File: config.mk
export PLATFORM = sky130hd
export DESIGN_NAME = mips_multicycle_ctrl
export DESIGN_NICKNAME = d
export VERILOG_FILES = /design/src/rtl/mips_pkg.sv /design/src/rtl/mc_alu_decoder.sv /design/src/rtl/mips_multicycle_ctrl.sv
export SDC_FILE = /design/constraint.sdc
export NUM_CORES = 1
export LEC_CHECK = 0
export CORE_AREA = 2 2 79 81
export CTS_CLUSTER_SIZE = 30
export DETAILED_ROUTE_END_ITERATION = 7
export DIE_AREA = 0 0 81 83
export GPL_TIMING_DRIVEN = 1
export HOLD_SLACK_MARGIN = 0.1
export PLACE_DENSITY = 0.8
export SYNTH_ARGS = -nofsm -noshare
export SYNTH_HDL_FRONTEND = slang
export SYNTH_SLANG_ARGS = --single-unit
File: constraint.sdc
create_clock -name clk -period 3.25 [get_ports clk]
set_input_delay 0.65 -clock clk [delete_from_list [all_inputs] [get_ports clk]]
set_output_delay 0.65 -clock clk [all_outputs]
set_load 0.01 [all_outputs]
File: src/rtl/mips_pkg.sv
// Shared definitions for the MIPS multicycle controller and related decoders.
// Contents: opcode and ALU code constants, FSM state encoding, mux select
// encodings, ALU-decoder request class, and opcode classification helpers.
package mips_pkg;

  // Opcodes (instruction [31:26])
  localparam logic [5:0] OP_RTYPE = 6'b000000;
  localparam logic [5:0] OP_J     = 6'b000010;
  localparam logic [5:0] OP_BEQ   = 6'b000100;
  localparam logic [5:0] OP_BNE   = 6'b000101;
  localparam logic [5:0] OP_ADDI  = 6'b001000;
  localparam logic [5:0] OP_ADDIU = 6'b001001;
  localparam logic [5:0] OP_SLTI  = 6'b001010;
  localparam logic [5:0] OP_SLTIU = 6'b001011;
  localparam logic [5:0] OP_ANDI  = 6'b001100;
  localparam logic [5:0] OP_ORI   = 6'b001101;
  localparam logic [5:0] OP_XORI  = 6'b001110;
  localparam logic [5:0] OP_LUI   = 6'b001111;
  localparam logic [5:0] OP_LB    = 6'b100000;
  localparam logic [5:0] OP_LH    = 6'b100001;
  localparam logic [5:0] OP_LW    = 6'b100011;
  localparam logic [5:0] OP_LBU   = 6'b100100;
  localparam logic [5:0] OP_LHU   = 6'b100101;
  localparam logic [5:0] OP_LWU   = 6'b100111;
  localparam logic [5:0] OP_SB    = 6'b101000;
  localparam logic [5:0] OP_SH    = 6'b101001;
  localparam logic [5:0] OP_SW    = 6'b101011;
  localparam logic [5:0] OP_HALT  = 6'b111111;

  // Funct-style ALU codes
  localparam logic [5:0] ALU_ADD  = 6'b100000;
  localparam logic [5:0] ALU_ADDU = 6'b100001;
  localparam logic [5:0] ALU_SUB  = 6'b100010;
  localparam logic [5:0] ALU_AND  = 6'b100100;
  localparam logic [5:0] ALU_OR   = 6'b100101;
  localparam logic [5:0] ALU_XOR  = 6'b100110;
  localparam logic [5:0] ALU_SLT  = 6'b101010;
  localparam logic [5:0] ALU_SLTU = 6'b101011;
  localparam logic [5:0] ALU_LUI  = 6'b001111;

  // FSM state encoding
  localparam logic [3:0] S_RST     = 4'd0;
  localparam logic [3:0] S_FETCH   = 4'd1;
  localparam logic [3:0] S_DECODE  = 4'd2;
  localparam logic [3:0] S_MEM_ADR = 4'd3;
  localparam logic [3:0] S_MEM_RD  = 4'd4;
  localparam logic [3:0] S_MEM_WB  = 4'd5;
  localparam logic [3:0] S_MEM_WR  = 4'd6;
  localparam logic [3:0] S_R_EXEC  = 4'd7;
  localparam logic [3:0] S_I_EXEC  = 4'd8;
  localparam logic [3:0] S_ALU_WB  = 4'd9;
  localparam logic [3:0] S_BRANCH  = 4'd10;
  localparam logic [3:0] S_JUMP    = 4'd11;
  localparam logic [3:0] S_HALT    = 4'd12;
  localparam logic [3:0] S_FAULT   = 4'd13;

  // alu_src_b select
  localparam logic [1:0] SRCB_REGB  = 2'b00;
  localparam logic [1:0] SRCB_FOUR  = 2'b01;
  localparam logic [1:0] SRCB_IMM   = 2'b10;
  localparam logic [1:0] SRCB_IMMSH = 2'b11;

  // pc_src select
  localparam logic [1:0] PCSRC_ALU    = 2'b00;
  localparam logic [1:0] PCSRC_ALUOUT = 2'b01;
  localparam logic [1:0] PCSRC_JUMP   = 2'b10;

  // What the ALU is being asked to do this cycle
  typedef enum logic [2:0] {
    ALU_CLS_NONE,
    ALU_CLS_ADD,
    ALU_CLS_FUNCT,
    ALU_CLS_IMM,
    ALU_CLS_SUB
  } alu_class_t;

  function automatic logic is_store(input logic [5:0] op);
    return (op == OP_SB) || (op == OP_SH) || (op == OP_SW);
  endfunction

  // DECODE dispatch target; unknown opcodes land in S_FAULT
  function automatic logic [3:0] dispatch_state(input logic [5:0] op);
    logic [3:0] nxt;
    case (op)
      OP_RTYPE:                                   nxt = S_R_EXEC;
      OP_LB, OP_LBU, OP_LH, OP_LHU, OP_LW, OP_LWU,
      OP_SB, OP_SH, OP_SW:                        nxt = S_MEM_ADR;
      OP_ADDI, OP_ADDIU, OP_ANDI, OP_ORI, OP_XORI,
      OP_SLTI, OP_SLTIU, OP_LUI:                  nxt = S_I_EXEC;
      OP_BEQ, OP_BNE:                             nxt = S_BRANCH;
      OP_J:                                       nxt = S_JUMP;
      OP_HALT:                                    nxt = S_HALT;
      default:                                    nxt = S_FAULT;
    endcase
    return nxt;
  endfunction

endpackage

File: src/rtl/mc_alu_decoder.sv
// Combinational ALU control decoder.
// Ports: alu_class (request class from the sequencer), op/funct (current
// instruction fields) -> alu_control (funct-style ALU operation code).
module mc_alu_decoder
  import mips_pkg::*;
(
  input  alu_class_t  alu_class,
  input  logic [5:0]  op,
  input  logic [5:0]  funct,
  output logic [5:0]  alu_control
);

  always_comb begin
    alu_control = 6'b000000;
    case (alu_class)
      ALU_CLS_ADD:   alu_control = ALU_ADD;
      ALU_CLS_SUB:   alu_control = ALU_SUB;
      ALU_CLS_FUNCT: alu_control = funct;
      ALU_CLS_IMM: begin
        case (op)
          OP_ADDI:  alu_control = ALU_ADD;
          OP_ADDIU: alu_control = ALU_ADDU;
          OP_ANDI:  alu_control = ALU_AND;
          OP_ORI:   alu_control = ALU_OR;
          OP_XORI:  alu_control = ALU_XOR;
          OP_SLTI:  alu_control = ALU_SLT;
          OP_SLTIU: alu_control = ALU_SLTU;
          OP_LUI:   alu_control = ALU_LUI;
          default:  alu_control = ALU_ADD;
        endcase
      end
      default:       alu_control = 6'b000000;
    endcase
  end

endmodule

File: src/rtl/mips_multicycle_ctrl.sv
// Multicycle sequencer for the MIPS core.
// Inputs: clk, reset (async, active-high), op/funct from IR, ALU zero flag,
// mem_ready handshake. Outputs: datapath strobes/selects, current state,
// retired-instruction count and sticky halted/illegal_op/mem_timeout flags.
//
// state    | meaning
// RST      | post-reset idle, all strobes off
// FETCH    | read instruction at PC, PC+4 on ready
// DECODE   | compute branch target into ALUOut, dispatch
// MEM_ADR  | base + offset address for load/store
// MEM_RD   | data read, wait for ready
// MEM_WB   | load data into rt
// MEM_WR   | data write, wait for ready
// R_EXEC   | register-register ALU op
// I_EXEC   | register-immediate ALU op
// ALU_WB   | ALU result into rd (R-type) or rt (I-type)
// BRANCH   | compare, conditional PC load from ALUOut
// JUMP     | PC load from jump target
// HALT     | stopped by halt opcode
// FAULT    | illegal opcode or memory timeout
module mips_multicycle_ctrl
  import mips_pkg::*;
#(
  parameter int CNT_W   = 32,
  parameter int TIMEOUT = 255
) (
  input  logic             clk,
  input  logic             reset,
  input  logic [5:0]       op,
  input  logic [5:0]       funct,
  input  logic             zero,
  input  logic             mem_ready,
  output logic             iord,
  output logic             mem_read,
  output logic             mem_write,
  output logic             ir_write,
  output logic             pc_en,
  output logic             reg_dst,
  output logic             mem_to_reg,
  output logic             reg_write,
  output logic             alu_src_a,
  output logic [1:0]       alu_src_b,
  output logic [5:0]       alu_control,
  output logic [1:0]       pc_src,
  output logic [3:0]       state,
  output logic [CNT_W-1:0] instr_count,
  output logic             halted,
  output logic             illegal_op,
  output logic             mem_timeout
);

  // Counter only needs to reach TIMEOUT-1: the TIMEOUT-th idle cycle is the
  // one that still has the final chance to see mem_ready.
  localparam int WAIT_W = (TIMEOUT < 2) ? 1 : $clog2(TIMEOUT);
  localparam logic [WAIT_W-1:0] WAIT_LIMIT = WAIT_W'(TIMEOUT - 1);
  localparam bit TIMEOUT_EN = (TIMEOUT != 0);

  logic [3:0]        next_state;
  logic [WAIT_W-1:0] wait_cnt;
  logic              wait_state;
  logic              wait_expired;
  logic              timeout_hit;
  logic              illegal_hit;
  logic              retire;
  alu_class_t        alu_class;

  assign wait_state   = (state == S_FETCH) || (state == S_MEM_RD) || (state == S_MEM_WR);
  assign wait_expired = TIMEOUT_EN && !mem_ready && (wait_cnt == WAIT_LIMIT);

  always_comb begin
    next_state  = state;
    timeout_hit = 1'b0;
    illegal_hit = 1'b0;
    case (state)
      S_RST:     next_state = S_FETCH;
      S_FETCH: begin
        if (mem_ready)         next_state = S_DECODE;
        else if (wait_expired) begin
          next_state  = S_FAULT;
          timeout_hit = 1'b1;
        end
      end
      S_DECODE: begin
        next_state  = dispatch_state(op);
        illegal_hit = (next_state == S_FAULT);
      end
      S_MEM_ADR: next_state = is_store(op) ? S_MEM_WR : S_MEM_RD;
      S_MEM_RD: begin
        if (mem_ready)         next_state = S_MEM_WB;
        else if (wait_expired) begin
          next_state  = S_FAULT;
          timeout_hit = 1'b1;
        end
      end
      S_MEM_WB:  next_state = S_FETCH;
      S_MEM_WR: begin
        if (mem_ready)         next_state = S_FETCH;
        else if (wait_expired) begin
          next_state  = S_FAULT;
          timeout_hit = 1'b1;
        end
      end
      S_R_EXEC:  next_state = S_ALU_WB;
      S_I_EXEC:  next_state = S_ALU_WB;
      S_ALU_WB:  next_state = S_FETCH;
      S_BRANCH:  next_state = S_FETCH;
      S_JUMP:    next_state = S_FETCH;
      S_HALT:    next_state = S_HALT;
      S_FAULT:   next_state = S_FAULT;
      default:   next_state = S_FAULT;
    endcase
  end

  // The FETCH after RST is the first fetch, not a retirement.
  assign retire = ((next_state == S_FETCH) && (state != S_FETCH) && (state != S_RST)) ||
                  ((next_state == S_HALT) && (state != S_HALT));

  always_ff @(posedge clk or posedge reset) begin
    if (reset) begin
      state       <= S_RST;
      wait_cnt    <= '0;
      instr_count <= '0;
      halted      <= 1'b0;
      illegal_op  <= 1'b0;
      mem_timeout <= 1'b0;
    end else begin
      state <= next_state;
      if (wait_state && !mem_ready && (next_state == state))
        wait_cnt <= wait_cnt + 1'b1;
      else
        wait_cnt <= '0;
      if (retire)
        instr_count <= instr_count + CNT_W'(1);
      if (next_state == S_HALT) halted <= 1'b1;
      if (illegal_hit)          illegal_op <= 1'b1;
      if (timeout_hit)          mem_timeout <= 1'b1;
    end
  end

  always_comb begin
    iord       = 1'b0;
    mem_read   = 1'b0;
    mem_write  = 1'b0;
    ir_write   = 1'b0;
    pc_en      = 1'b0;
    reg_dst    = 1'b0;
    mem_to_reg = 1'b0;
    reg_write  = 1'b0;
    alu_src_a  = 1'b0;
    alu_src_b  = SRCB_REGB;
    pc_src     = PCSRC_ALU;
    alu_class  = ALU_CLS_NONE;
    case (state)
      S_FETCH: begin
        mem_read  = 1'b1;
        alu_src_b = SRCB_FOUR;
        alu_class = ALU_CLS_ADD;
        ir_write  = mem_ready;
        pc_en     = mem_ready;
      end
      S_DECODE: begin
        alu_src_b = SRCB_IMMSH;
        alu_class = ALU_CLS_ADD;
      end
      S_MEM_ADR: begin
        alu_src_a = 1'b1;
        alu_src_b = SRCB_IMM;
        alu_class = ALU_CLS_ADD;
      end
      S_MEM_RD: begin
        iord     = 1'b1;
        mem_read = 1'b1;
      end
      S_MEM_WB: begin
        reg_write  = 1'b1;
        mem_to_reg = 1'b1;
      end
      S_MEM_WR: begin
        iord      = 1'b1;
        mem_write = 1'b1;
      end
      S_R_EXEC: begin
        alu_src_a = 1'b1;
        alu_class = ALU_CLS_FUNCT;
      end
      S_I_EXEC: begin
        alu_src_a = 1'b1;
        alu_src_b = SRCB_IMM;
        alu_class = ALU_CLS_IMM;
      end
      S_ALU_WB: begin
        reg_write = 1'b1;
        reg_dst   = (op == OP_RTYPE);
      end
      S_BRANCH: begin
        alu_src_a = 1'b1;
        alu_class = ALU_CLS_SUB;
        pc_src    = PCSRC_ALUOUT;
        pc_en     = (op == OP_BNE) ? ~zero : zero;
      end
      S_JUMP: begin
        pc_src = PCSRC_JUMP;
        pc_en  = 1'b1;
      end
      default: ;
    endcase
  end

  mc_alu_decoder u_alu_decoder (
    .alu_class   (alu_class),
    .op          (op),
    .funct       (funct),
    .alu_control (alu_control)
  );

endmodule

# --- After elaboration in Yosys (flattened, before gate mapping) ---
# Memories as Yosys holds them, arrays and structs flattened.
# Cells that the tools add are included.
totals:
  rom_bits: 336
  memories: 2
  inputBits: 16
  word_cells: 90
  mem_bits_rw: 0
  latchBits: 0
  ff_bits: 47
classes:
  mux: 27
  reduce_logical: 25
  mul: 0
  shift: 0
  n_eq_ne: 27
  n_addsub: 2
  n_lt_le_gt_ge: 0
  bitwise_logic: 1
  div: 0
memory_table:
  columns: ["memory", "words", "width", "read_ports", "rd_ports_with_merged_regs", "write_ports", "line", "rtl"]
  rows:
  - ["(no name shown)", 64, 4, 1, 0, 0, "mips_pkg.sv:84", "case (op)"]
  - ["(no name shown)", 16, 5, 1, 0, 0, "mc_alu_decoder.sv:20", "case (op)"]
ops:
  columns: ["op", "count"]
  rows:
  - ["$add A32 B1 Y32 const B", 1]
  - ["$pmux W4 S8", 1]
  - ["$eq A4 B4 Y1 const B", 7]
  - ["$pmux W6 S4", 1]
  - ["$mux W4", 5]
  - ["$eq A6 B6 Y1 const B", 3]
  - ["$eq A4 B3 Y1 const B", 4]
  - ["$mux W1", 13]
  - ["$pmux W3 S4", 1]
  - ["$reduce_or A2 Y1", 5]
  - ["$add A8 B1 Y8 const B", 1]
  - ["$eq A4 B1 Y1 const B", 2]
  - ["$eq A4 B2 Y1 const B", 2]
  - ["$eq A8 B8 Y1 const B", 1]
  - ["$mux W8", 1]
  - ["$eq A3 B2 Y1 const B", 2]
  - ["$eq A6 B3 Y1 const B", 1]
  - ["$logic_and A1 B1 Y1", 6]
  - ["$logic_not A6 Y1", 1]
  - ["$mux W6", 1]
  - ["$pmux W2 S3", 1]
  - ["$reduce_or A3 Y1", 2]
  - ["$logic_or A1 B1 Y1", 5]
  - ["$reduce_or A5 Y1", 1]
  - ["other kinds (14)", 14]

# --- Logic depth before layout (Yosys ltp) ---
# Gate-level depths: netlist of run 1.
depth:
  word_depth: 9
  mapped_depth: 11

# --- Hierarchy ---
# A second synthesis of run 1 with hierarchy kept.
hier_totals:
  cells_unflattened: 284
  area_unflattened_um2: 2771.4
modules_own_cells:
  columns: ["mod", "instances", "area_each_um2", "cells_each"]
  rows:
  - ["mips_multicycle_ctrl", 1, 2625.0, 266]
  - ["mc_alu_decoder", 1, 146.4, 18]

# --- Worst setup path before layout of run 1 ---
# Ideal clock, no wire load.
synth_timing:
  path_kind: "input to register"
  start: "input op[2]"
  end: "register instr_count[1]"
  arrival_time_ns: 2.473
  slack_ns: 0.652
  t_required_ns: 3.125
  setup_ns: 0.125
  path_stages: 9
  path_cell_list: "clkbuf_1 > nor2_1 > o2bb2ai_1 > o31a_1 > nor4_2 > nand2_1 > o2bb2ai_2 > buf_6 > mux2_2"
synth_between:
  elab_chain_cells: 9
  word_cells_on_any_way: 15
  cone_classes: "eq/ne (5); mux (3); reduce/logical (6); memory (1)"
synth_rtl:
  columns: ["element", "line", "rtl"]
  rows:
  - ["start: declaration", "mips_multicycle_ctrl.sv:29", "input logic [5:0] op,"]
  - ["branches (longest 4 deep; another with $mem_v2 Z64 W4)", null, null]
  - ["$pmux W4 S8 (*)", "mips_multicycle_ctrl.sv:74", "case (state)"]
  - ["$eq A4 B1 Y1", "mips_multicycle_ctrl.sv:115", "assign retire = ((next_state == S_FETCH) && (state != S_FETCH) && (state != S_RST)) ||"]
  - ["$logic_and A1 B1 Y1 (2 in a row)", "mips_multicycle_ctrl.sv:115", null]
  - ["$logic_or A1 B1 Y1 (*)", "mips_multicycle_ctrl.sv:115", null]
  - ["end signal: assignment", "mips_multicycle_ctrl.sv:133", "instr_count <= instr_count + CNT_W'(1);"]
  - ["end: declaration", "mips_multicycle_ctrl.sv:46", "output logic [CNT_W-1:0] instr_count,"]
# Mark *: on every way between the ends. The select of a mux whose other input is x is not followed.
# A chain may end at the register's enable or synchronous reset.

# --- Final worst setup path of run 1 ---
layout_timing:
  start: "input op[2]"
  end: "output alu_control[5]"
layout_between:
  elab_chain_cells: 3
layout_rtl:
  columns: ["element", "line", "rtl"]
  rows:
  - ["$mem_v2 Z16 W5", null, null]
  - ["$mux W6", "mc_alu_decoder.sv:20", null]
  - ["$pmux W6 S4", "mc_alu_decoder.sv:15", "case (alu_class)"]
  - ["end: declaration", "mips_multicycle_ctrl.sv:43", "output logic [5:0] alu_control,"]
# No other way between the ends.

==> results of run 1 <==
==> worst reg2reg max path, stage by stage (launching register included) <==
cell,delay (ns)
sky130_fd_sc_hd__dfrtp_1,0.57
sky130_fd_sc_hd__nand2b_1,0.29
sky130_fd_sc_hd__nor3_1,0.37
sky130_fd_sc_hd__o31a_1,0.27
sky130_fd_sc_hd__nor4_2,0.07
sky130_fd_sc_hd__buf_4,0.15
sky130_fd_sc_hd__nor3_2,0.21
sky130_fd_sc_hd__o2bb2ai_2,0.15
sky130_fd_sc_hd__buf_12,0.20
sky130_fd_sc_hd__mux2_2,0.36
==> final cells by class <==
class	count	area, um^2	area share (%)
well taps	75	93.84	2.525
clock buffers	5	68.82	1.852
multi-input cells	230	1475	39.70
inverters	7	26.28	0.7071
repair buffers	81	808.3	21.75
clock inverters	3	67.56	1.818
flip-flops and latches	47	1176	31.65
==> cell usage in the layout, fill, tap and decap left out, drive strengths merged, types with 2 or more instances in the layout <==
cell type | synthesis | final
a211oi | 2 | 2
a21oi | 3 | 3
a22o | 2 | 2
and2 | 5 | 5
and3 | 16 | 16
and4 | 2 | 2
buf | 6 | 8
bufinv | 0 | 2
clkbuf | 14 | 5
clkdlybuf4s50 | 0 | 71
dfrtp | 47 | 47
dlymetal6s2s | 0 | 2
ha | 3 | 3
inv | 7 | 7
nand2 | 25 | 25
nand2b | 10 | 10
nand3 | 20 | 20
nand4 | 18 | 18
nor2 | 29 | 29
nor2b | 8 | 8
nor3 | 8 | 8
o211ai | 3 | 3
o21ai | 10 | 10
o22ai | 2 | 2
o2bb2ai | 2 | 2
or2 | 3 | 3
xnor2 | 33 | 33
xor2 | 5 | 5
==> metal layers <==
metal / GRT usage (%) / up-vias / part of all wire (%)
met5: 0 / - / 0
met4: 6.780 / 0 / 1.2
met3: 5.000 / 8 / 8.4
met2: 32.01 / 104 / 47
met1: 28.32 / 1159 / 44
li1: - / 1197 / -
==> per-stage QoR <==
stage / setup WS (ns) / instances / power (W)
5_1_grt: 0.04133 / 448 / 0.002633
3_3_place_gp: 0.1564 / 440 / 0.001927
2_1_floorplan: 0.6525 / 304 / 0.001490
3_5_place_dp: 0.1019 / 440 / 0.001952
6_report: 0.1480 / 448 / 0.002444
4_1_cts: 0.1027 / 448 / 0.002464
==> power breakdown <==
group / switching [W] / internal, W / leakage (nW) / total, W
registers: 0.000111 / 0.000659 / 0.637 / 0.000770
clock network: 0.000201 / 0.000307 / 0.0644 / 0.000508
logic: 0.000597 / 0.000569 / 0.859 / 0.00117
==> how the worst max path moves through the flow <==
stage	depth (start not counted)	end	slack, ns
floorplan	9	instr_count[1]	0.65
global placement	8	alu_control[5]	0.16
detailed placement	6	alu_control[3]	0.10
CTS	6	alu_control[3]	0.10
global route	5	alu_control[3]	0.04
finish	8	alu_control[5]	0.15
==> flip-flops by register name, indices dropped and copies added (netlist names) <==
signal and cells:
instr_count 32, wait_cnt 8, state 4, halted 1, illegal_op 1, mem_timeout 1
==> cell families (layout without fill, tap and decap cells) <==
group / Yosys count / after routing / synth area share (%)
simple gates: 149 / 149 / 28.89
fa+ha+maj: 3 / 3 / 1.356
mux: 2 / 2 / 0.7685
xor+xnor: 38 / 38 / 12.03
buf+inv: 27 / 96 / 4.385
compound gates: 38 / 38 / 10.08
flops: 47 / 47 / 42.50
==> flow_summary.ini, run 1 <==
[setup_path]
critPathSlowestCell = sky130_fd_sc_hd__clkdlybuf4s50_1
timing_startpoint_of_the_critical_path = op[2]
path_common_cell = sky130_fd_sc_hd__clkdlybuf4s50_1
cp_max_fo = 6
worstReg2RegStart = state[0]
cp_data_required_time_ns = 2.60
critical_path.endpoint_type = output pin
timing_worst_setup_path_type = input pin to output pin
reg2reg_setup_slack_ns = 0.50
crit_family = buffers and inverters
worstPathArrival_ns = 2.45
r2r_end = instr_count[1]
worst_r2r_path_depth = 9
path_buf_inv = 2
timing.critical_path.cells = clkdlybuf4s50_1 -> and2_1 -> nand3_1 -> nor3_1 -> nor3b_1 -> nor2_1 -> o21ai_0 -> clkdlybuf4s50_1
category_of_the_worst_setup_path_launch_point = input pin
worst_path_largest_cell_delay_ns = 0.55

[final_layout]
post-route-cell-area_mm2 = 0.003716
number_of_fill_cells = 504
final_nets = 391
postLayoutCoreUtil_pct = 63.90
area_growth_pct = 34.27
insertedDiodeCount = 0
post_route_cells_drive_above_1_share_pct = 6.702

[floorplanning]
core_region_area_mm2 = 0.005816
initial_core_util_pct = 47.59
rows = 28
full_die_area_mm2 = 0.006723
pin_count = 74
fp.dieW_um = 81
die_height_um = 83

[synth]
synth_ff_type = sky130_fd_sc_hd__dfrtp_1
yosysWarnings = 0
syn-cell-area_mm2 = 0.002768
ys_ff_latch = 47
synthMostInstantiatedCell = sky130_fd_sc_hd__dfrtp_1
synth_top_area_cell = sky130_fd_sc_hd__dfrtp_1
yosysTopAreaCellShare_pct = 42.50
ys_top_cells_by_count = sky130_fd_sc_hd__dfrtp_1 (47), sky130_fd_sc_hd__xnor2_1 (33), sky130_fd_sc_hd__nor2_1 (29), sky130_fd_sc_hd__nand2_1 (25), sky130_fd_sc_hd__nand3_1 (20)
yosys.cell_types.count = 52
synth_top_cells_by_area = sky130_fd_sc_hd__dfrtp_1 (42%), sky130_fd_sc_hd__xnor2_1 (10%), sky130_fd_sc_hd__nand4_1 (4.1%)
syn-num-nets = 323
number_of_synthesized_flops_with_an_enable_pin = 0
ys_async_sr_fraction_pct = 100.0
post_synth.cell_area_avg_um2 = 9.104
number_of_standard_cells_after_synthesis = 304
synth.yosys.seq_area_share_pct = 42.50

[global_route]
grt_remaining_overflow = 0
antenna_found_initial = 0
grt_start_max_net_pins = 48
grt_pass1_vias = 2368
grt_pass1_wl_mm = 11.27
grt_use_total_pct = 20.67

[sta]
final.setup_skew_ns = 0.005113
post-route-period-util_pct = 95.45
rsz0062_at_grt = no
number_of_hold_violations_in_the_final_report = 0
finalWorstPathRequiredPeriod_ns = 3.102
slew-limit-headroom_pct = 36.76
finalSetupViolations = 0
fmax_mhz = 322.4
worstMarginPinSlew_ns = 0.9473
slew_viol_final = 0
setup_total_negative_slack_ns = 0
fin_hold_ws_ns = 0.4697

[cts]
cts_max_level = 2
clock-root-buffer = sky130_fd_sc_hd__clkbuf_8
clk_transition_reported_paths_ns = 0.08
holdBufCountCts = 0
clock-sinks = 47
tritoncts = done
tritoncts.num_buffers = 5
insertion_delay_ns = 0.30
post_cts_resize_count = 0
post_cts.repair.setup_buffers = 0
cts.path.max_buffers = 2

[detailed_routing]
drt_wl_total_mm = 6.471
antenna_left = 0
initial_drt_markers = 164
detail_route.vias_per_cell = 5.509
first_pass_iteration_count_of_the_detailed_router = 5
drt-wirelength-per-cell_um = 14.44
route.vias.total = 2468
drc = 0

[worst_hold_path]
hold_start = illegal_op
min_path_cells = 1
hold_path_end = illegal_op
hp-class = register to register

[pwr]
pwr_density_cell_mw_per_mm2 = 657.6
power.leakage_nw = 1.560
irDropWorstVdd_v = 0.0003746

[place]
placed_inst_area_mm2 = 0.003570
buffer_ports.inserted = 73
hpwlAfterDp_mm = 4.671
globalplace.congestion = 0.8521

[run_status]
run_status = completed

[flow_run]
max_cap_violations = 0
Power figures use the tool's default switching activity.
==> run 2, diff against run 1 <==
--- a/config.mk
+++ b/config.mk
@@ -5,13 +5,12 @@
 export SDC_FILE = /design/constraint.sdc
 export NUM_CORES = 1
 export LEC_CHECK = 0
-export CORE_AREA = 2 2 79 81
-export CTS_CLUSTER_SIZE = 30
+export CORE_AREA = 2 2 72 88
 export DETAILED_ROUTE_END_ITERATION = 7
-export DIE_AREA = 0 0 81 83
+export DIE_AREA = 0 0 74 90
 export GPL_TIMING_DRIVEN = 1
 export HOLD_SLACK_MARGIN = 0.1
-export PLACE_DENSITY = 0.8
+export PLACE_DENSITY = 0.81
 export SYNTH_ARGS = -nofsm -noshare
 export SYNTH_HDL_FRONTEND = slang
 export SYNTH_SLANG_ARGS = --single-unit
==> run 2 against run 1 <==
Die area fell by 0.94%. Total power rose by 0.12%. Global-route usage fell by 0.87 points. Clock skew rose by 0.0021 ns. Flip-flop and latch count did not move. Sequential power barely moved. Sequential share of layout area barely moved. Hold slack improved by 0.0056 ns. Wire length fell by 0.96%. Clock-buffer cell count did not move. Register-to-register slack got worse by 0.04 ns.
==> flow_summary.ini, run 2 (synthesized netlist as in run 1, its figures left out) <==
[floorplanning]
full_die_area_mm2 = 0.006660
rows = 31
pin_count = 74
die_height_um = 90
fp.dieW_um = 74
initial_core_util_pct = 47.25
core_region_area_mm2 = 0.005857

[cts]
tritoncts.num_buffers = 5
clock-sinks = 47
post_cts_resize_count = 0
post_cts.repair.setup_buffers = 0
cts_max_level = 2
holdBufCountCts = 0
insertion_delay_ns = 0.30
clock-root-buffer = sky130_fd_sc_hd__clkbuf_8
tritoncts = done
clk_transition_reported_paths_ns = 0.08
cts.path.max_buffers = 2

[sta]
slew-limit-headroom_pct = 36.27
slew_viol_final = 0
fmax_mhz = 322.6
worstMarginPinSlew_ns = 0.9545
finalSetupViolations = 0
number_of_hold_violations_in_the_final_report = 0
post-route-period-util_pct = 95.37
setup_total_negative_slack_ns = 0
final.setup_skew_ns = 0.007220
rsz0062_at_grt = no
finalWorstPathRequiredPeriod_ns = 3.099

[detailed_routing]
antenna_left = 0
drt-wirelength-per-cell_um = 14.09
first_pass_iteration_count_of_the_detailed_router = 4
drt_wl_total_mm = 6.409
detail_route.vias_per_cell = 5.343
initial_drt_markers = 117
route.vias.total = 2431
drc = 0

[final_layout]
reg.largest.list = instr_count (32), wait_cnt (8), state (4)
final_nets = 391
area_growth_pct = 34.40
largest_register = instr_count
mostFrequentLayoutCell = sky130_fd_sc_hd__clkdlybuf4s50_1
mostFrequentLayoutCells = sky130_fd_sc_hd__clkdlybuf4s50_1 (72), sky130_fd_sc_hd__dfrtp_1 (47), sky130_fd_sc_hd__xnor2_1 (33), sky130_fd_sc_hd__nor2_1 (28), sky130_fd_sc_hd__nand2_1 (25)
post_route_cells_drive_above_1_share_pct = 6.702
largest_register_ffs = 32
number_of_fill_cells = 489
insertedDiodeCount = 0

[place]
globalplace.congestion = 0.8503
buffer_ports.inserted = 73
hpwlAfterDp_mm = 4.455

[pwr]
power.leakage_nw = 1.550
irDropWorstVdd_v = 0.0003818
pwr_density_cell_mw_per_mm2 = 657.7
total_chip_power_w = 0.002446

[global_route]
grt_most_used_layer = met2
antenna_found_initial = 0
grt_pass1_wl_mm = 10.61
gr-usage-met1_pct = 24.20
grt_start_max_net_pins = 48
grt_remaining_overflow = 0
grt_util_met3_pct = 4.709
grt_use_total_pct = 19.80
grt_pass1_vias = 2390
globalRouteMet2Util_pct = 33.41

[setup_path]
critical_path.endpoint_type = output pin
reg2reg_setup_slack_ns = 0.46
worst_r2r_path_depth = 10
cp_max_fo = 9
r2r_end = instr_count[26]
cp_data_required_time_ns = 2.60
timing_worst_setup_path_type = input pin to output pin
category_of_the_worst_setup_path_launch_point = input pin
worstReg2RegStart = state[0]
worstPathArrival_ns = 2.45

[worst_hold_path]
min_path_cells = 1
hold_path_end = illegal_op
hp-class = register to register
hold_start = illegal_op

[run_status]
run_status = completed

[flow_run]
max_cap_violations = 0
-- run 2: cell count changes in the layout (fill, tap and decap cells not counted), sizes merged --
cell	before	now
clkdlybuf4s50	71	72
dlymetal6s2s	2	1
-- run 2: report_power, final --
group	internal, W	leakage (nW)	switching, W
logic	0.000570	0.849	0.000599
registers	0.000659	0.637	0.000111
clock network	0.000307	0.0644	0.000200
-- run 2: layout make-up --
type | count | area [um^2] | share of cell area (%)
repair buffers | 81 | 805.8 | 21.66
inverters | 7 | 26.28 | 0.7064
flip-flops and latches | 47 | 1176 | 31.62
clock inverters | 3 | 67.56 | 1.816
multi-input cells | 230 | 1473 | 39.59
well taps | 82 | 102.6 | 2.758
clock buffers | 5 | 68.82 | 1.850
-- run 2: worst max-delay path: stages --
cell	delay (ns)
sky130_fd_sc_hd__clkdlybuf4s50_1	0.56
sky130_fd_sc_hd__nor2_1	0.20
sky130_fd_sc_hd__nand4_1	0.13
sky130_fd_sc_hd__xnor2_1	0.16
sky130_fd_sc_hd__a211o_1	0.29
sky130_fd_sc_hd__clkdlybuf4s50_1	0.47
-- run 2: per-stage QoR --
stage	setup WS (ns)	area, um^2	utilization (%)	std cells	hold slack (ns)
global route	0.03365	3720	63.51	455	0.4897
finish	0.1506	3720	63.51	455	0.4754
detailed placement	0.09838	3578	61.10	447	0.4559
floorplan	0.6525	2768	-	304	0.4751
CTS	0.09636	3715	63.43	455	0.4753
global placement	0.1474	3578	61.10	447	0.4563
-- run 2: worst max-delay path by stage --
stage          start              to  slack [ns]  depth (start not counted)
2_1_floorplan  op[2]  instr_count[1]        0.65                          9
3_3_place_gp   op[5]  alu_control[3]        0.15                          6
3_5_place_dp   op[5]  alu_control[3]         0.1                          6
4_1_cts        op[5]  alu_control[3]         0.1                          6
5_1_grt        op[4]  alu_control[3]        0.03                          6
6_report       op[1]           pc_en        0.15                          6
-- run 2: per-layer routing --
metal	share of wire [%]	up-vias
li1	-	1200
met5	0	-
met2	48	90
met4	1.6	0
met3	7.0	10
met1	43	1131
==> run 3, diff against run 2 <==
--- a/config.mk
+++ b/config.mk
@@ -11,6 +11,8 @@
 export GPL_TIMING_DRIVEN = 1
 export HOLD_SLACK_MARGIN = 0.1
 export PLACE_DENSITY = 0.81
+export SLEW_MARGIN = 20
 export SYNTH_ARGS = -nofsm -noshare
 export SYNTH_HDL_FRONTEND = slang
+export SYNTH_HIERARCHICAL = 1
 export SYNTH_SLANG_ARGS = --single-unit
==> run 3 against run 2 <==
Critical endpoint unchanged. Non-clock buffer count is 14 higher. Global-route usage is 0.79 points higher. Largest power group unchanged. Total power is 0.63% lower. Maximum frequency is 1.4% lower.
==> flow_summary.ini, run 3 <==
[synth]
yosysTopAreaCellShare_pct = 42.44
synth_top_area_cell = sky130_fd_sc_hd__dfrtp_1
post_synth.cell_area_avg_um2 = 9.758
ys_ff_latch = 47
synthMostInstantiatedCell = sky130_fd_sc_hd__dfrtp_1
yosysWarnings = 6
number_of_synthesized_flops_with_an_enable_pin = 0
syn-cell-area_mm2 = 0.002771
synth_top_cells_by_area = sky130_fd_sc_hd__dfrtp_1 (42%), sky130_fd_sc_hd__xnor2_1 (10%), sky130_fd_sc_hd__nand3_1 (4.2%)
syn-num-nets = 303
yosys.cell_types.count = 51
synth.yosys.seq_area_share_pct = 42.44
ys_top_cells_by_count = sky130_fd_sc_hd__dfrtp_1 (47), sky130_fd_sc_hd__xnor2_1 (33), sky130_fd_sc_hd__nand3_1 (23), sky130_fd_sc_hd__nor2_1 (23), sky130_fd_sc_hd__nand4_1 (18)
number_of_standard_cells_after_synthesis = 284
synth_ff_type = sky130_fd_sc_hd__dfrtp_1
ys_async_sr_fraction_pct = 100.0

[setup_path]
critical_path.endpoint_type = output pin
timing_worst_setup_path_type = input pin to output pin
timing.critical_path.cells = clkdlybuf4s50_1 -> nor4_2 -> nand3_1 -> xnor2_1 -> o211ai_1 -> nand2b_1 -> clkdlybuf4s50_1
worstPathArrival_ns = 2.49
category_of_the_worst_setup_path_launch_point = input pin
critPathSlowestCell = sky130_fd_sc_hd__clkdlybuf4s50_1
cp_data_required_time_ns = 2.60
path_common_cell = sky130_fd_sc_hd__clkdlybuf4s50_1
worst_path_largest_cell_delay_ns = 0.53
cp_max_fo = 4

[floorplanning]
core_region_area_mm2 = 0.005857
fp.dieW_um = 74
full_die_area_mm2 = 0.006660
pin_count = 74
die_height_um = 90
initial_core_util_pct = 47.32
rows = 31

[pwr]
power.leakage_nw = 1.562
p_switching_w = 0.0009649
pwr-share-seq_pct = 30.8
irDropWorstVdd_v = 0.0003510
power.combinational.fraction_pct = 54.9
power.share.switching_pct = 39.69
clock_power_share_pct = 14.4
internal_power_w = 0.001466
pwr_density_cell_mw_per_mm2 = 642.5

[global_route]
grt_remaining_overflow = 0
grt_pass1_wl_mm = 10.98
antenna_found_initial = 0
grt_use_total_pct = 20.59
grt_pass1_vias = 2332
grt_start_max_net_pins = 48

[detailed_routing]
drt-wirelength-per-cell_um = 14.63
detail_route.vias_per_cell = 5.429
drc = 0
maxUsedRoutingLayer = met4
drt_wl_total_mm = 6.658
initial_drt_markers = 140
met2_length_mm = 3.383
dr_wl_met3_um = 362
antenna_left = 0
routedLengthMet1_mm = 2.792
first_pass_iteration_count_of_the_detailed_router = 4
route.vias.total = 2470

[cts]
insertion_delay_ns = 0.31
tritoncts.num_buffers = 5
tritoncts = done
clock-root-buffer = sky130_fd_sc_hd__clkbuf_8
cts_max_level = 2
post_cts.repair.setup_buffers = 0
clock-sinks = 47
cts.path.max_buffers = 2
clk_transition_reported_paths_ns = 0.08

[run_status]
run_status = completed

[sta]
setup_total_negative_slack_ns = 0
worstMarginPinSlew_ns = 0.9349
final.setup_skew_ns = 0.01624
post-route-period-util_pct = 96.72
slew_viol_final = 0
rsz0062_at_grt = no
fmax_mhz = 318.1
number_of_hold_violations_in_the_final_report = 0
slew-limit-headroom_pct = 37.58
finalWorstPathRequiredPeriod_ns = 3.143
fin_hold_ws_ns = 0.4842
finalSetupViolations = 0

[place]
hpwlAfterDp_mm = 4.940
buffer_ports.inserted = 73
placed_inst_area_mm2 = 0.003686
globalplace.congestion = 0.8670
dp.cells = 447

[final_layout]
stdcell_count = 455
largest_register_ffs = 32
reg.largest.list = instr_count (32), wait_cnt (8), state (4)
postLayoutCoreUtil_pct = 64.60
post-route-cell-area_mm2 = 0.003784
area_growth_pct = 36.52
insertedDiodeCount = 0
final_nets = 391
post_route_cells_drive_above_1_share_pct = 12.33
mostFrequentLayoutCells = sky130_fd_sc_hd__clkdlybuf4s50_1 (72), sky130_fd_sc_hd__dfrtp_1 (47), sky130_fd_sc_hd__xnor2_1 (33), sky130_fd_sc_hd__nor2_1 (23), sky130_fd_sc_hd__nand3_1 (23)
largest_register = instr_count
mostFrequentLayoutCell = sky130_fd_sc_hd__clkdlybuf4s50_1

[worst_hold_path]
hp-class = register to register

[flow_run]
max_cap_violations = 0
[run 3: cell types whose count changed after synthesis, sizes merged, moves of 4 or more]
cell    previous run  this run
nand2             25        13
clkbuf            14         6
nor2              29        24
nor2b              8         3
and3              16        12
nand3b             0         4
[run 3: worst paths after layout]
check / from / end / slack (ns) / cells after the start
worst max-delay path: op[1] / pc_en / 0.11 / 7
worst min-delay path: mem_timeout / mem_timeout / 0.48 / 1
worst max register to register: wait_cnt[2] / instr_count[29] / 0.58 / 10
worst min register to register: mem_timeout / mem_timeout / 0.48 / 1
max in group asynchronous: reset / instr_count[11] / 1.79 / 2
min in group asynchronous: reset / instr_count[0] / 0.88 / 2
[run 3: critical path: cells and delay by family]
family          cells  cell delay, ns
buf+inv             2            1.03
xor+xnor            1            0.16
compound gates      1            0.10
simple gates        3            0.56
[run 3: logic make-up (layout without fill, tap and decap cells)]
group / Yosys count / after routing / share of synthesized area [%]
buf+inv: 21 / 110 / 4.424
simple gates: 132 / 132 / 27.58
mux: 3 / 3 / 1.129
flops: 47 / 47 / 42.44
fa+ha+maj: 3 / 3 / 1.355
compound gates: 38 / 38 / 10.43
xor+xnor: 40 / 40 / 12.64
[run 3: routing by layer]
metal  global-route usage [%]  vias to the layer above
li1                         -                     1197
met1                    26.49                     1187
met2                    34.75                       75
met3                    2.915                       11
met4                    6.970                        0
met5                        0                        -
[run 3: area by class of cell]
cell class	count	area [um^2]
Clock inverter	3	20.02
Timing Repair Buffer	95	910.9
Sequential cell	47	1176
Inverter	7	26.28
Tap cell	82	102.6
Multi-Input combinational cell	216	1479
Clock buffer	5	68.82
Fill cell	472	2073
[run 3: power groups by stage]
| stage | combinational (W) | sequential (W) | clock [W] |
|---|---|---|---|
| after floorplan | 0.000757 | 0.000780 | 0 |
| after global placement | 0.00131 | 0.000757 | 0 |
| after detailed placement | 0.00133 | 0.000759 | 0 |
| after CTS | 0.00133 | 0.000748 | 0.000356 |
| after global routing | 0.00144 | 0.000765 | 0.000385 |
| final | 0.00133 | 0.000748 | 0.000349 |
[run 3: timing repair]
item                                    4_1_cts  5_1_grt
endpoints found under the setup margin        0        2
hold buffers                                  0        0
gates resized for setup                       0        2
[run 3: metrics by stage]
step,power (W),worst slack (ns)
floorplan,0.001536,0.6708
global placement,0.002068,0.06024
detailed placement,0.002091,0.02428
CTS,0.002439,0.02498
global route,0.002592,0.004850
finish,0.002431,0.1067
